===== config.mk =====
export PLATFORM = sky130hd
export DESIGN_NAME = uart_tx_arbiter
export DESIGN_NICKNAME = d
export VERILOG_FILES = /design/src/rtl/uart_tx_arbiter.sv
export SDC_FILE = /design/constraint.sdc
export NUM_CORES = 1
export LEC_CHECK = 0
export BUFFER_PORTS_ARGS = -buffer_cell sky130_fd_sc_hd__buf_2
export CAP_MARGIN = 20
export CORE_ASPECT_RATIO = 0.5
export CORE_UTILIZATION = 24
export DETAILED_ROUTE_END_ITERATION = 7
export PLACE_DENSITY_LB_ADDON = 0.05
export SKIP_CTS_REPAIR_TIMING = 1
export SLEW_MARGIN = 5
export SYNTH_ARGS = -nofsm -noshare
export SYNTH_HDL_FRONTEND = slang
export SYNTH_SLANG_ARGS = --single-unit

===== constraint.sdc =====
create_clock -name Clk -period 1.65 [get_ports Clk]
set_input_delay 0.165 -clock Clk [delete_from_list [all_inputs] [get_ports Clk]]
set_output_delay 0.165 -clock Clk [all_outputs]
set_load 0.01 [all_outputs]

===== src/rtl/uart_tx_arbiter.sv =====
// Round-robin arbiter sharing one UART byte transmitter among NUM_REQ 32-bit producers.
// Define UART_ARB_CHECKSUM_EN to append an XOR checksum byte to every frame.
module uart_tx_arbiter #(
   parameter int unsigned NUM_REQ = 4,
   parameter logic [7:0]  HEADER  = 8'hA0
) (
   input  logic                  Clk,
   input  logic                  Rst_n,
   input  logic [NUM_REQ-1:0]    req,
   input  logic [32*NUM_REQ-1:0] req_data,
   output logic [NUM_REQ-1:0]    req_ack,
   output logic [NUM_REQ-1:0]    gnt,
   output logic                  busy,
   input  logic                  TX_Done,
   output logic                  Send_en,
   output logic [7:0]            data
);

   localparam int unsigned IW = $clog2(NUM_REQ);
`ifdef UART_ARB_CHECKSUM_EN
   localparam logic [2:0] LAST_IDX = 3'd5;
`else
   localparam logic [2:0] LAST_IDX = 3'd4;
`endif

   typedef enum logic [2:0] {
      IDLE = 3'd0,
      ARB  = 3'd1,
      SEND = 3'd2,
      WAIT = 3'd3,
      ACK  = 3'd4
   } state_t;

   state_t               state_q, state_d;
   logic [IW-1:0]        ptr_q, ptr_d;
   logic [IW-1:0]        win_q, win_d;
   logic [31:0]          word_q, word_d;
   logic [2:0]           idx_q, idx_d;
   logic [NUM_REQ-1:0]   gnt_q, gnt_d;
   logic [NUM_REQ-1:0]   ack_q, ack_d;
   logic                 busy_q, busy_d;
   logic                 send_q, send_d;
   logic [7:0]           data_q, data_d;

   logic                 found;
   logic [IW-1:0]        pick;
   logic [IW-1:0]        cand;
   logic [7:0]           hdr;
   logic [7:0]           cur_byte;

   // First asserted request at or after the round-robin pointer
   always_comb begin
      found = 1'b0;
      pick  = '0;
      cand  = '0;
      for (int k = 0; k < int'(NUM_REQ); k++) begin
         cand = IW'((int'(ptr_q) + k) % int'(NUM_REQ));
         if (!found && req[cand]) begin
            found = 1'b1;
            pick  = cand;
         end
      end
   end

   assign hdr = HEADER | 8'(win_q);

   always_comb begin
      cur_byte = 8'd0;
      case (idx_q)
         3'd0: cur_byte = hdr;
         3'd1: cur_byte = word_q[31:24];
         3'd2: cur_byte = word_q[23:16];
         3'd3: cur_byte = word_q[15:8];
         3'd4: cur_byte = word_q[7:0];
`ifdef UART_ARB_CHECKSUM_EN
         3'd5: cur_byte = hdr ^ word_q[31:24] ^ word_q[23:16] ^ word_q[15:8] ^ word_q[7:0];
`endif
         default: cur_byte = 8'd0;
      endcase
   end

   // Next state and next registered outputs
   always_comb begin
      state_d = state_q;
      ptr_d   = ptr_q;
      win_d   = win_q;
      word_d  = word_q;
      idx_d   = idx_q;
      gnt_d   = gnt_q;
      busy_d  = busy_q;
      data_d  = data_q;
      ack_d   = '0;
      send_d  = 1'b0;
      case (state_q)
         IDLE: begin
            if (|req) state_d = ARB;
         end
         ARB: begin
            if (found) begin
               win_d       = pick;
               word_d      = req_data[32*pick +: 32];
               gnt_d       = '0;
               gnt_d[pick] = 1'b1;
               busy_d      = 1'b1;
               idx_d       = 3'd0;
               state_d     = SEND;
            end else begin
               state_d = IDLE;
            end
         end
         SEND: begin
            data_d  = cur_byte;
            send_d  = 1'b1;
            state_d = WAIT;
         end
         WAIT: begin
            if (TX_Done) begin
               if (idx_q == LAST_IDX) begin
                  ack_d        = '0;
                  ack_d[win_q] = 1'b1;
                  gnt_d        = '0;
                  busy_d       = 1'b0;
                  data_d       = 8'd0;
                  ptr_d        = (win_q == IW'(NUM_REQ - 1)) ? '0 : win_q + IW'(1);
                  state_d      = ACK;
               end else begin
                  idx_d   = idx_q + 3'd1;
                  state_d = SEND;
               end
            end
         end
         ACK: begin
            state_d = IDLE;
         end
         default: begin
            gnt_d   = '0;
            busy_d  = 1'b0;
            data_d  = 8'd0;
            idx_d   = 3'd0;
            state_d = IDLE;
         end
      endcase
   end

   always_ff @(posedge Clk or negedge Rst_n) begin
      if (!Rst_n) begin
         state_q <= IDLE;
         ptr_q   <= '0;
         win_q   <= '0;
         word_q  <= '0;
         idx_q   <= 3'd0;
         gnt_q   <= '0;
         ack_q   <= '0;
         busy_q  <= 1'b0;
         send_q  <= 1'b0;
         data_q  <= 8'd0;
      end else begin
         state_q <= state_d;
         ptr_q   <= ptr_d;
         win_q   <= win_d;
         word_q  <= word_d;
         idx_q   <= idx_d;
         gnt_q   <= gnt_d;
         ack_q   <= ack_d;
         busy_q  <= busy_d;
         send_q  <= send_d;
         data_q  <= data_d;
      end
   end

   assign req_ack = ack_q;
   assign gnt     = gnt_q;
   assign busy    = busy_q;
   assign Send_en = send_q;
   assign data    = data_q;

endmodule


==> summary.json, run 1 <==
{
  "drv.max_cap_violation_count": {"value": 0},
  "yosys_warnings": {"value": 0},
  "synthesis.nets": {"value": 566},
  "final_core_util": {"value": 37.1, "unit": "%"},
  "place.port_buffers": {"value": 152},
  "post-route-cell-area": {"value": 0.00548, "unit": "sq mm"},
  "synth_mux_area_share": {"value": 0.842, "unit": "%"},
  "antenna-diode-count": {"value": 0},
  "critical_path_end_type": {"value": "flip-flop"},
  "synth_adder_area_share": {"value": 3.03, "unit": "%"},
  "fp.coreArea": {"value": 0.0148, "unit": "sq mm"},
  "timing.final.setup_violations": {"value": 0},
  "cts_tree": {"value": "yes"},
  "ys_async_sr_fraction": {"value": 100, "unit": "%"},
  "fin_hold_ws": {"value": 101, "unit": "ps"},
  "detail_route.wl_per_cell": {"value": 19.6, "unit": "um"},
  "syn2layout_area_growth": {"value": 47.6, "unit": "%"},
  "main_combinational_cell_family_by_area_after_synthesis": {"value": "compound AO/OA/AOI/OAI gates"},
  "unique_cell_type_count_in_the_yosys_netlist": {"value": 49},
  "vdd_ir_drop_max": {"value": 0.845, "unit": "mV"},
  "drive_gt1_share": {"value": 40.8, "unit": "%"},
  "numClockSinks": {"value": 60},
  "net_count_final": {"value": 732},
  "worst_skew_pair_latency": {"value": 330, "unit": "ps"},
  "gr-total-overflow": {"value": 0},
  "route.final.wire_length": {"value": 15500, "unit": "um"},
  "post_place_cells": {"value": 769},
  "cell_area_synth": {"value": 0.00371, "unit": "sq mm"},
  "fin_crit_sh": {"value": 97.3, "unit": "%"},
  "ioPinCount": {"value": 153},
  "hold_path.class": {"value": "in -> reg"},
  "ys_dominant_reg_cell": {"value": "dfrtp_1"},
  "path_max_fanout": {"value": 4},
  "postRouteAntennaNets": {"value": 0},
  "cellLeakagePower": {"value": 2.54, "unit": "nW"},
  "max-slew-margin-rel": {"value": 67.7, "unit": "%"},
  "nature_of_the_critical_path_startpoint": {"value": "flip-flop"},
  "syn-instance-count": {"value": 422},
  "power_per_cell_area": {"value": 1710, "unit": "mW/mm^2"},
  "final.setup_skew": {"value": 8.78, "unit": "ps"},
  "synth_compound_gate_area_share": {"value": 34.1, "unit": "%"},
  "antenna_found_initial": {"value": 0},
  "initial_utilization": {"value": 25.1, "unit": "%"},
  "tritoncts.num_buffers": {"value": 9},
  "clkTransAtPathRegs": {"value": 60, "unit": "ps"},
  "yosysTopAreaCellShare": {"value": 40.4, "unit": "%"},
  "root_buffer": {"value": "clkbuf_16"},
  "grt_pass1_wl": {"value": 23100, "unit": "um"},
  "totalNegativeSetupSlack": {"value": 0, "unit": "ps"},
  "htree_levels": {"value": 3},
  "synth_sequential_area_ratio": {"value": 40.4, "unit": "%"},
  "number_of_flip_flops_and_latches_in_the_synthesized_netlist": {"value": 60},
  "gp_routability_congestion": {"value": 0.795},
  "fmaxAchievable": {"value": 0.623, "unit": "GHz"},
  "grt_pass1_vias": {"value": 3971},
  "die_area": {"value": 0.0160, "unit": "sq mm"},
  "final_hold_viol_count": {"value": 0},
  "power.total": {"value": 9.36, "unit": "mW"},
  "maximum_number_of_pins_on_one_net_before_global_route_repair": {"value": 34},
  "worst_ep_required_time": {"value": 1860, "unit": "ps"},
  "max-clock-path-buffers": {"value": 2},
  "post_place_setup_slack": {"value": -85.6, "unit": "ps"},
  "drt_drc_violations_left": {"value": 0},
  "worst-slew-pin-transition": {"value": 484, "unit": "ps"},
  "instances_no_fill": {"value": 791},
  "simple_gate_portion_of_the_synthesized_area": {"value": 15.3, "unit": "%"},
  "vias": {"value": 4059},
  "post_drt_via_cell_ratio": {"value": 5.13},
  "yosys.area.top_type": {"value": "dfrtp_1"},
  "drt_first_pass_iters": {"value": 5},
  "synth.avg_cell_area": {"value": 8.80, "unit": "sq um"},
  "dp.final_hpwl": {"value": 11200, "unit": "um"},
  "synth-edff-count": {"value": 0},
  "status": {"value": "finished clean"},
  "synthXorXnorAreaFrac": {"value": 0, "unit": "%"},
  "postPlaceCellArea": {"value": 0.00498, "unit": "sq mm"},
  "period_needed": {"value": 1610, "unit": "ps"},
  "arrival_time_worst_endpoint": {"value": 1820, "unit": "ps"},
  "fp.dieW": {"value": 178, "unit": "um"},
  "setup_slack": {"value": 44.1, "unit": "ps"},
  "die_h": {"value": 90.0, "unit": "um"},
  "placementRows": {"value": 31},
  "maxSlewViolCount": {"value": 0},
  "criticalPathCategory": {"value": "reg -> reg"},
  "gr-usage-all-layers": {"value": 19.1, "unit": "%"},
  "drt-initial-drc-count": {"value": 245},
  "post_synth_main_area_contributors": {"value": "dfrtp_1 40%, a31oi_1 11%, a22oi_1 7.7%"}
}
-- critical path: stages (launching register included) --
cell and delay (ps):
dfrtp_1 430, ha_2 220, ha_2 190, a222oi_1 350
a21boi_1 210, o2bb2ai_1 90
-- final timing paths --
kind / startpoint / endpoint / slack (ps) / cells after the start
min in group asynchronous: Rst_n / word_q[11]$_DFFE_PN0P_ / 330 / 2
worst max register to register: idx_q[0]$_DFFE_PN0P_ / data[1]$_DFFE_PN0P_ / 40 / 5
worst min register to register: gnt[3]$_DFFE_PN0P_ / gnt[3]$_DFFE_PN0P_ / 480 / 1
worst max-delay path: idx_q[0]$_DFFE_PN0P_ / data[1]$_DFFE_PN0P_ / 40 / 5
worst min-delay path: req_data[3] / word_q[3]$_DFFE_PN0P_ / 100 / 3
max in group asynchronous: Rst_n / word_q[28]$_DFFE_PN0P_ / 810 / 3
-- kinds of logic (layout without fill, tap and decap cells) --
logic type | Yosys count | after routing
AO/OA/AOI/OAI | 190 | 190
AND/OR/NAND/NOR | 108 | 108
flip-flops | 60 | 60
buffers and inverters | 52 | 223
adder cells (fa/ha/maj) | 9 | 9
multiplexers | 3 | 3
-- layout by cell type, fill, tap and decap left out, types with 11 or more instances in the layout --
cell type	n
a22oi_1	38
a31oi_1	66
and3_1	34
buf_12	11
buf_2	152
buf_4	30
clkbuf_16	11
dfrtp_1	59
nor2_1	41
o21ai_0	40
-- Yosys cell counts (3+ instances only) --
master / instances
nand2b_1: 3
buf_2: 8
and2_1: 5
a221oi_1: 6
a22oi_1: 38
dfrtp_1: 60
nor3_1: 3
nor2_1: 41
o21ai_0: 40
ha_1: 9
clkbuf_1: 28
o2bb2ai_1: 10
nand3_1: 3
a21oi_1: 6
buf_6: 3
inv_1: 8
nor2b_1: 5
a21o_1: 3
a31oi_1: 66
nand2_1: 7
o21ai_1: 3
and3_1: 34
-- layout make-up --
| cell class | instances | area, sq um |
|---|---|---|
| fill | 1553 | 9300 |
| multi-input combinational | 310 | 2090 |
| clock buffer | 10 | 229 |
| inverter | 9 | 37.5 |
| clock inverter | 6 | 88.8 |
| sequential | 60 | 1500 |
| tap | 198 | 248 |
| timing repair buffer | 198 | 1290 |
-- layer usage --
layer	part of all wire [%]	global-route usage [%]
met3	5.4	4.10
met1	52	29.3
met2	42	27.0
met5	0	0
met4	0.59	3.49
-- state kept, by name, indices dropped and copies added (netlist names) --
signal / count
busy: 1
idx_q: 3
win_q: 2
req_ack: 4
gnt: 4
ptr_q: 2
data: 8
Send_en: 1
state_q: 3
word_q: 32
-- report_power, final --
group          internal (mW)  switching, mW
Clock                   1.32          0.713
Sequential              2.12          0.631
Combinational           2.10           2.48
Total                   5.54           3.83
(Power assumes the default switching activity.)
==> inputs of run 2 (changes only) <==
--- a/config.mk
+++ b/config.mk
@@ -7,6 +7,8 @@
 export LEC_CHECK = 0
 export BUFFER_PORTS_ARGS = -buffer_cell sky130_fd_sc_hd__buf_2
 export CAP_MARGIN = 20
+export CELL_PAD_IN_SITES_DETAIL_PLACEMENT = 1
+export CELL_PAD_IN_SITES_GLOBAL_PLACEMENT = 1
 export CORE_ASPECT_RATIO = 0.5
 export CORE_UTILIZATION = 24
 export DETAILED_ROUTE_END_ITERATION = 7
==> run 2 against run 1 <==
  * Non-clock buffer count grew 1
  * Worst hold slack got worse by 3.9 ps
  * First-iteration DRC count rose by 3.7%
  * Via count is 1.9% higher
  * Register-to-register slack hardly changed
  * Cell count is 0.25% higher
  * Clock power fell by 5%
  * Setup slack got worse by 1.9 ps
  * Design area grew 0.62%
  * Critical endpoint is now data[0]$_DFFE_PN0P_
  * Largest power group unchanged
==> summary.json, run 2 (synthesis results as in run 1) <==
{
  "power_per_cell_area": {"value": 1700, "unit": "mW/mm^2"},
  "place.port_buffers": {"value": 152},
  "die_area": {"value": 0.0160, "unit": "sq mm"},
  "period_needed": {"value": 1610, "unit": "ps"},
  "totalNegativeSetupSlack": {"value": 0, "unit": "ps"},
  "timing.final.setup_violations": {"value": 0},
  "largest-register": {"value": "word_q"},
  "final.setup_skew": {"value": 10.8, "unit": "ps"},
  "worst_ep_required_time": {"value": 1860, "unit": "ps"},
  "net_count_final": {"value": 734},
  "tritoncts.num_buffers": {"value": 9},
  "initial_utilization": {"value": 25.1, "unit": "%"},
  "final_hold_viol_count": {"value": 0},
  "crit-reg2reg-capture": {"value": "data[0]$_DFFE_PN0P_"},
  "clkTransAtPathRegs": {"value": 60, "unit": "ps"},
  "rsz0062_at_grt": {"value": "true"},
  "clock_power_share": {"value": 20.6, "unit": "%"},
  "power.total": {"value": 9.36, "unit": "mW"},
  "critical_path_end_type": {"value": "flip-flop"},
  "setup_slack": {"value": 42.2, "unit": "ps"},
  "netSwitchingFraction": {"value": 41.3, "unit": "%"},
  "setup.reg_to_reg.worst_slack": {"value": 40, "unit": "ps"},
  "critical_path.max_stage_delay": {"value": 470, "unit": "ps"},
  "most-common-layout-cells": {"value": "152 x buf_2, 66 x a31oi_1, 56 x dfrtp_1"},
  "fp.dieW": {"value": 178, "unit": "um"},
  "path_max_fanout": {"value": 4},
  "worst_path_max_delay_cell": {"value": "dfrtp_2"},
  "post_drt_via_cell_ratio": {"value": 5.22},
  "drive_gt1_share": {"value": 41.2, "unit": "%"},
  "grt_pass1_wl": {"value": 23600, "unit": "um"},
  "max-slew-margin-rel": {"value": 69.9, "unit": "%"},
  "crit-reg2reg-launch": {"value": "idx_q[0]$_DFFE_PN0P_"},
  "arrival_time_worst_endpoint": {"value": 1820, "unit": "ps"},
  "nature_of_the_critical_path_startpoint": {"value": "flip-flop"},
  "antenna-diode-count": {"value": 0},
  "hold_path.class": {"value": "in -> reg"},
  "placementRows": {"value": 31},
  "gr-total-overflow": {"value": 0},
  "power_frac_comb": {"value": 50.3, "unit": "%"},
  "gr-usage-all-layers": {"value": 19.7, "unit": "%"},
  "detail_route.wl_per_cell": {"value": 20.4, "unit": "um"},
  "htree_levels": {"value": 3},
  "fp.coreArea": {"value": 0.0148, "unit": "sq mm"},
  "worst-slew-pin-transition": {"value": 451, "unit": "ps"},
  "gp_routability_congestion": {"value": 0.854},
  "drt_drc_violations_left": {"value": 0},
  "antenna_found_initial": {"value": 2},
  "status": {"value": "finished clean"},
  "cts_tree": {"value": "yes"},
  "max-clock-path-buffers": {"value": 2},
  "power_switching": {"value": 3.87, "unit": "mW"},
  "crit_end": {"value": "data[0]$_DFFE_PN0P_"},
  "drt_first_pass_iters": {"value": 4},
  "grt_pass1_vias": {"value": 4168},
  "maxSlewViolCount": {"value": 0},
  "postRouteAntennaNets": {"value": 0},
  "crit_chain": {"value": "ha_4 > ha_2 > a222oi_1 > a21boi_2 > o2bb2ai_1"},
  "pwr-share-seq": {"value": 29.1, "unit": "%"},
  "fin_crit_sh": {"value": 97.4, "unit": "%"},
  "vias": {"value": 4138},
  "dp.final_hpwl": {"value": 11800, "unit": "um"},
  "root_buffer": {"value": "clkbuf_16"},
  "drv.max_cap_violation_count": {"value": 0},
  "most_common_cell_after_layout_fill_and_taps_aside": {"value": "buf_2"},
  "post_place_setup_slack": {"value": -125, "unit": "ps"},
  "die_h": {"value": 90.0, "unit": "um"},
  "flip_flop_count_of_the_largest_register_all_copies_and_words_added": {"value": 32},
  "drt-initial-drc-count": {"value": 254},
  "vdd_ir_drop_max": {"value": 0.586, "unit": "mV"},
  "syn2layout_area_growth": {"value": 48.5, "unit": "%"},
  "fmaxAchievable": {"value": 0.622, "unit": "GHz"},
  "worst_skew_pair_latency": {"value": 340, "unit": "ps"},
  "r2r.worst_path.cells": {"value": 5},
  "criticalPathCategory": {"value": "reg -> reg"},
  "route.final.wire_length": {"value": 16200, "unit": "um"},
  "numClockSinks": {"value": 60},
  "ioPinCount": {"value": 153},
  "crit_path_start": {"value": "idx_q[0]$_DFFE_PN0P_"},
  "cellLeakagePower": {"value": 2.54, "unit": "nW"},
  "power_report.internal_total": {"value": 5.49, "unit": "mW"},
  "maximum_number_of_pins_on_one_net_before_global_route_repair": {"value": 44}
}
## run 2: changes by cell type in the layout (fill, tap and decap cells not counted), moves of 2 or more
cell | previous run | this run
dfrtp_1 | 59 | 56
dfrtp_2 | 1 | 4
ha_2 | 4 | 1
ha_4 | 1 | 4
buf_4 | 30 | 32
nor3_2 | 2 | 0
## run 2: area by class of cell
type | instances | area (sq um)
clock inverters | 5 | 61.3
clock buffers | 11 | 243
repair buffers | 199 | 1290
multi-input cells | 311 | 2130
inverters | 9 | 36.3
fillers | 1749 | 9260
flip-flops and latches | 60 | 1510
well taps | 198 | 248
## run 2: power by group through the flow
| stage | combinational (mW) | sequential [mW] | clock, mW |
|---|---|---|---|
| final | 4.71 | 2.73 | 1.92 |
| after global routing | 5.21 | 2.80 | 2.02 |
| after CTS | 4.26 | 2.68 | 1.97 |
| after detailed placement | 4.24 | 2.70 | 0 |
| after global placement | 4.22 | 2.70 | 0 |
| after floorplan | 2.51 | 2.47 | 0 |
## run 2: how the worst min path moves through the flow
stage / from / endpoint / cells past startpoint
2_1_floorplan: Rst_n / Send_en$_DFF_PN0_ / 0
5_1_grt: req_data[9] / word_q[9]$_DFFE_PN0P_ / 3
3_5_place_dp: Rst_n / gnt[1]$_DFFE_PN0P_ / 1
4_1_cts: Rst_n / gnt[1]$_DFFE_PN0P_ / 1
3_3_place_gp: Rst_n / gnt[1]$_DFFE_PN0P_ / 1
6_report: req_data[2] / word_q[2]$_DFFE_PN0P_ / 3
## run 2: per-layer routing
metal | track usage, % | wire length, um | vias to the layer above
li1 | - | - | 1967
met1 | 28.4 | 8110 | 2043
met2 | 29.2 | 7090 | 108
met3 | 4.95 | 832 | 16
met4 | 4.34 | 123 | 4
met5 | 0 | 23 | -
## run 2: through the flow
| step | instances | hold slack (ps) | util [%] | cell area (sq um) |
|---|---|---|---|---|
| 3_3_place_gp | 770 | 139 | 33.8 | 4990 |
| 3_5_place_dp | 770 | 136 | 33.8 | 4990 |
| 5_1_grt | 793 | 102 | 37.3 | 5510 |
| 4_1_cts | 786 | -220 | 35.8 | 5290 |
| 2_1_floorplan | 422 | -131 | - | 3720 |
| 6_report | 793 | 97.5 | 37.3 | 5510 |
## run 2: worst max-delay path, delay by kind of cell, from the launching register on
family	cells	cell delay, ps
flops	1	470
fa+ha+maj	2	370
compound gates	3	650
==> inputs of run 3 (changes only) <==
--- a/config.mk
+++ b/config.mk
@@ -5,13 +5,13 @@
 export SDC_FILE = /design/constraint.sdc
 export NUM_CORES = 1
 export LEC_CHECK = 0
-export BUFFER_PORTS_ARGS = -buffer_cell sky130_fd_sc_hd__buf_2
 export CAP_MARGIN = 20
 export CELL_PAD_IN_SITES_DETAIL_PLACEMENT = 1
 export CELL_PAD_IN_SITES_GLOBAL_PLACEMENT = 1
 export CORE_ASPECT_RATIO = 0.5
 export CORE_UTILIZATION = 24
 export DETAILED_ROUTE_END_ITERATION = 7
+export DONT_BUFFER_PORTS = 1
 export PLACE_DENSITY_LB_ADDON = 0.05
 export SKIP_CTS_REPAIR_TIMING = 1
 export SLEW_MARGIN = 5
==> run 3 against run 2 <==
  * Combinational power fell by 11%
  * Flip-flop and latch count stayed put
  * Fmax down 0.87%
  * Sequential power is 6% higher
  * Largest cell class unchanged
  * Critical endpoint is now data[1]$_DFFE_PN0P_
  * Clock power shrank 2%
  * Worst hold slack worse by 94 ps
  * Power shrank 4.0%
  * Largest power group unchanged
  * Sequential share of layout area grew 5.0 points
  * Setup slack worse by 14 ps
  * Global-route usage is essentially flat
  * Critical path depth up 1
==> summary.json, run 3 (synthesis results as in run 1) <==
{
  "clkTransAtPathRegs": {"value": 50, "unit": "ps"},
  "grt_pass1_vias": {"value": 3859},
  "final_core_util": {"value": 31.6, "unit": "%"},
  "vias": {"value": 3672},
  "numClockSinks": {"value": 60},
  "postRouteAntennaNets": {"value": 0},
  "worst_skew_pair_latency": {"value": 330, "unit": "ps"},
  "fin_hold_ws": {"value": 3.26, "unit": "ps"},
  "die_area": {"value": 0.0160, "unit": "sq mm"},
  "cts_tree": {"value": "yes"},
  "maxSlewViolCount": {"value": 0},
  "instances_no_fill": {"value": 633},
  "gr-total-overflow": {"value": 0},
  "dp.final_hpwl": {"value": 11400, "unit": "um"},
  "multi_input_area": {"value": 0.00216, "unit": "sq mm"},
  "initial_utilization": {"value": 25.1, "unit": "%"},
  "ioPinCount": {"value": 153},
  "detail_route.wl_per_cell": {"value": 25.0, "unit": "um"},
  "path_max_fanout": {"value": 6},
  "critical_path_end_type": {"value": "flip-flop"},
  "gp_routability_congestion": {"value": 0.824},
  "syn2layout_area_growth": {"value": 25.6, "unit": "%"},
  "gr-usage-all-layers": {"value": 19.7, "unit": "%"},
  "flip_flop_count_of_the_largest_register_all_copies_and_words_added": {"value": 32},
  "fillerInstances": {"value": 1693},
  "fmaxAchievable": {"value": 0.617, "unit": "GHz"},
  "sequential_cell_area": {"value": 0.00151, "unit": "sq mm"},
  "worst_ep_required_time": {"value": 1870, "unit": "ps"},
  "antenna-diode-count": {"value": 0},
  "setup_slack": {"value": 28.0, "unit": "ps"},
  "hold_path.class": {"value": "in -> reg"},
  "drt-initial-drc-count": {"value": 287},
  "max-slew-margin-rel": {"value": 72.3, "unit": "%"},
  "drv.max_cap_violation_count": {"value": 0},
  "drive_gt1_share": {"value": 21.4, "unit": "%"},
  "antenna_found_initial": {"value": 0},
  "power.total": {"value": 8.98, "unit": "mW"},
  "worst-slew-pin-transition": {"value": 415, "unit": "ps"},
  "status": {"value": "finished clean"},
  "die_h": {"value": 90.0, "unit": "um"},
  "power_per_cell_area": {"value": 1930, "unit": "mW/mm^2"},
  "vdd_ir_drop_max": {"value": 0.714, "unit": "mV"},
  "placementRows": {"value": 31},
  "grt_pass1_wl": {"value": 23500, "unit": "um"},
  "place.port_buffers": {"value": 0},
  "drt_drc_violations_left": {"value": 0},
  "criticalPathCategory": {"value": "reg -> reg"},
  "max-clock-path-buffers": {"value": 2},
  "cellLeakagePower": {"value": 1.87, "unit": "nW"},
  "arrival_time_worst_endpoint": {"value": 1840, "unit": "ps"},
  "post_place_setup_slack": {"value": -235, "unit": "ps"},
  "most-common-layout-cells": {"value": "66 x a31oi_1, 57 x dfrtp_1, 41 x nor2_1"},
  "largest-register": {"value": "word_q"},
  "final.setup_skew": {"value": 7.02, "unit": "ps"},
  "most_common_cell_after_layout_fill_and_taps_aside": {"value": "a31oi_1"},
  "fp.coreArea": {"value": 0.0148, "unit": "sq mm"},
  "post_drt_via_cell_ratio": {"value": 5.80},
  "final_hold_viol_count": {"value": 0},
  "rsz0062_at_grt": {"value": "true"},
  "root_buffer": {"value": "clkbuf_16"},
  "fin_crit_sh": {"value": 98.3, "unit": "%"},
  "tritoncts.num_buffers": {"value": 9},
  "route.final.wire_length": {"value": 15800, "unit": "um"},
  "maximum_number_of_pins_on_one_net_before_global_route_repair": {"value": 61},
  "nature_of_the_critical_path_startpoint": {"value": "flip-flop"},
  "timing.final.setup_violations": {"value": 0},
  "htree_levels": {"value": 3},
  "period_needed": {"value": 1620, "unit": "ps"},
  "net_count_final": {"value": 575},
  "post_place_cells": {"value": 610},
  "fp.dieW": {"value": 178, "unit": "um"},
  "drt_first_pass_iters": {"value": 5}
}
[run 3: cell types whose count changed in the layout (fill, tap and decap cells not counted), sizes merged]
| cell | before | now |
|---|---|---|
| clkinv | 2 | 1 |
| clkbuf | 13 | 11 |
| buf | 196 | 37 |
| dlygate4sd3 | 1 | 3 |
[run 3: final timing paths]
check / start / to / slack (ps) / cells after the start
worst min register to register: win_q[0]$_DFFE_PN0P_ / ptr_q[0]$_DFFE_PN0P_ / 550 / 1
worst max-delay path: idx_q[0]$_DFFE_PN0P_ / data[1]$_DFFE_PN0P_ / 30 / 6
min in group asynchronous: Rst_n / gnt[3]$_DFFE_PN0P_ / 370 / 2
worst min-delay path: req_data[9] / word_q[9]$_DFFE_PN0P_ / 3 / 2
max in group asynchronous: Rst_n / state_q[0]$_DFFE_PN0P_ / 960 / 2
worst max register to register: idx_q[0]$_DFFE_PN0P_ / data[1]$_DFFE_PN0P_ / 30 / 6
[run 3: final cells by class]
cell class / instances / area share, %
Sequential cell: 60 / 32.3
Multi-Input combinational cell: 311 / 46.4
Clock inverter: 4 / 1.07
Clock buffer: 11 / 5.21
Timing Repair Buffer: 40 / 8.91
Tap cell: 198 / 5.31
Inverter: 9 / 0.805
[run 3: routing by layer]
| layer | GRT usage (%) | routed length, um | vias up |
|---|---|---|---|
| li1 | - | - | 1640 |
| met1 | 27.3 | 7440 | 1874 |
| met2 | 30.8 | 7140 | 148 |
| met3 | 4.99 | 1110 | 10 |
| met4 | 3.92 | 117 | 0 |
| met5 | 0 | 0 | - |
[run 3: stage by stage]
stage	TNS (ps)	instance area, sq um
CTS	-2920	4420
finish	0	4660
detailed placement	-2320	4130
global route	-71.6	4660
floorplan	0	3720
global placement	-872	4130
[run 3: critical path, cell delays in order (launching register included)]
cell and delay, ps:
dfrtp_1 420, buf_4 160, ha_4 190, nor2b_2 180
a222oi_1 280, a21boi_2 210, o2bb2ai_1 70
[run 3: power by group]
group / leakage, nW / total (mW) / internal (mW) / switching (mW)
clock network: 0.138 / 1.88 / 1.20 / 0.681
registers: 0.717 / 2.89 / 2.12 / 0.770
logic: 1.02 / 4.21 / 1.84 / 2.37
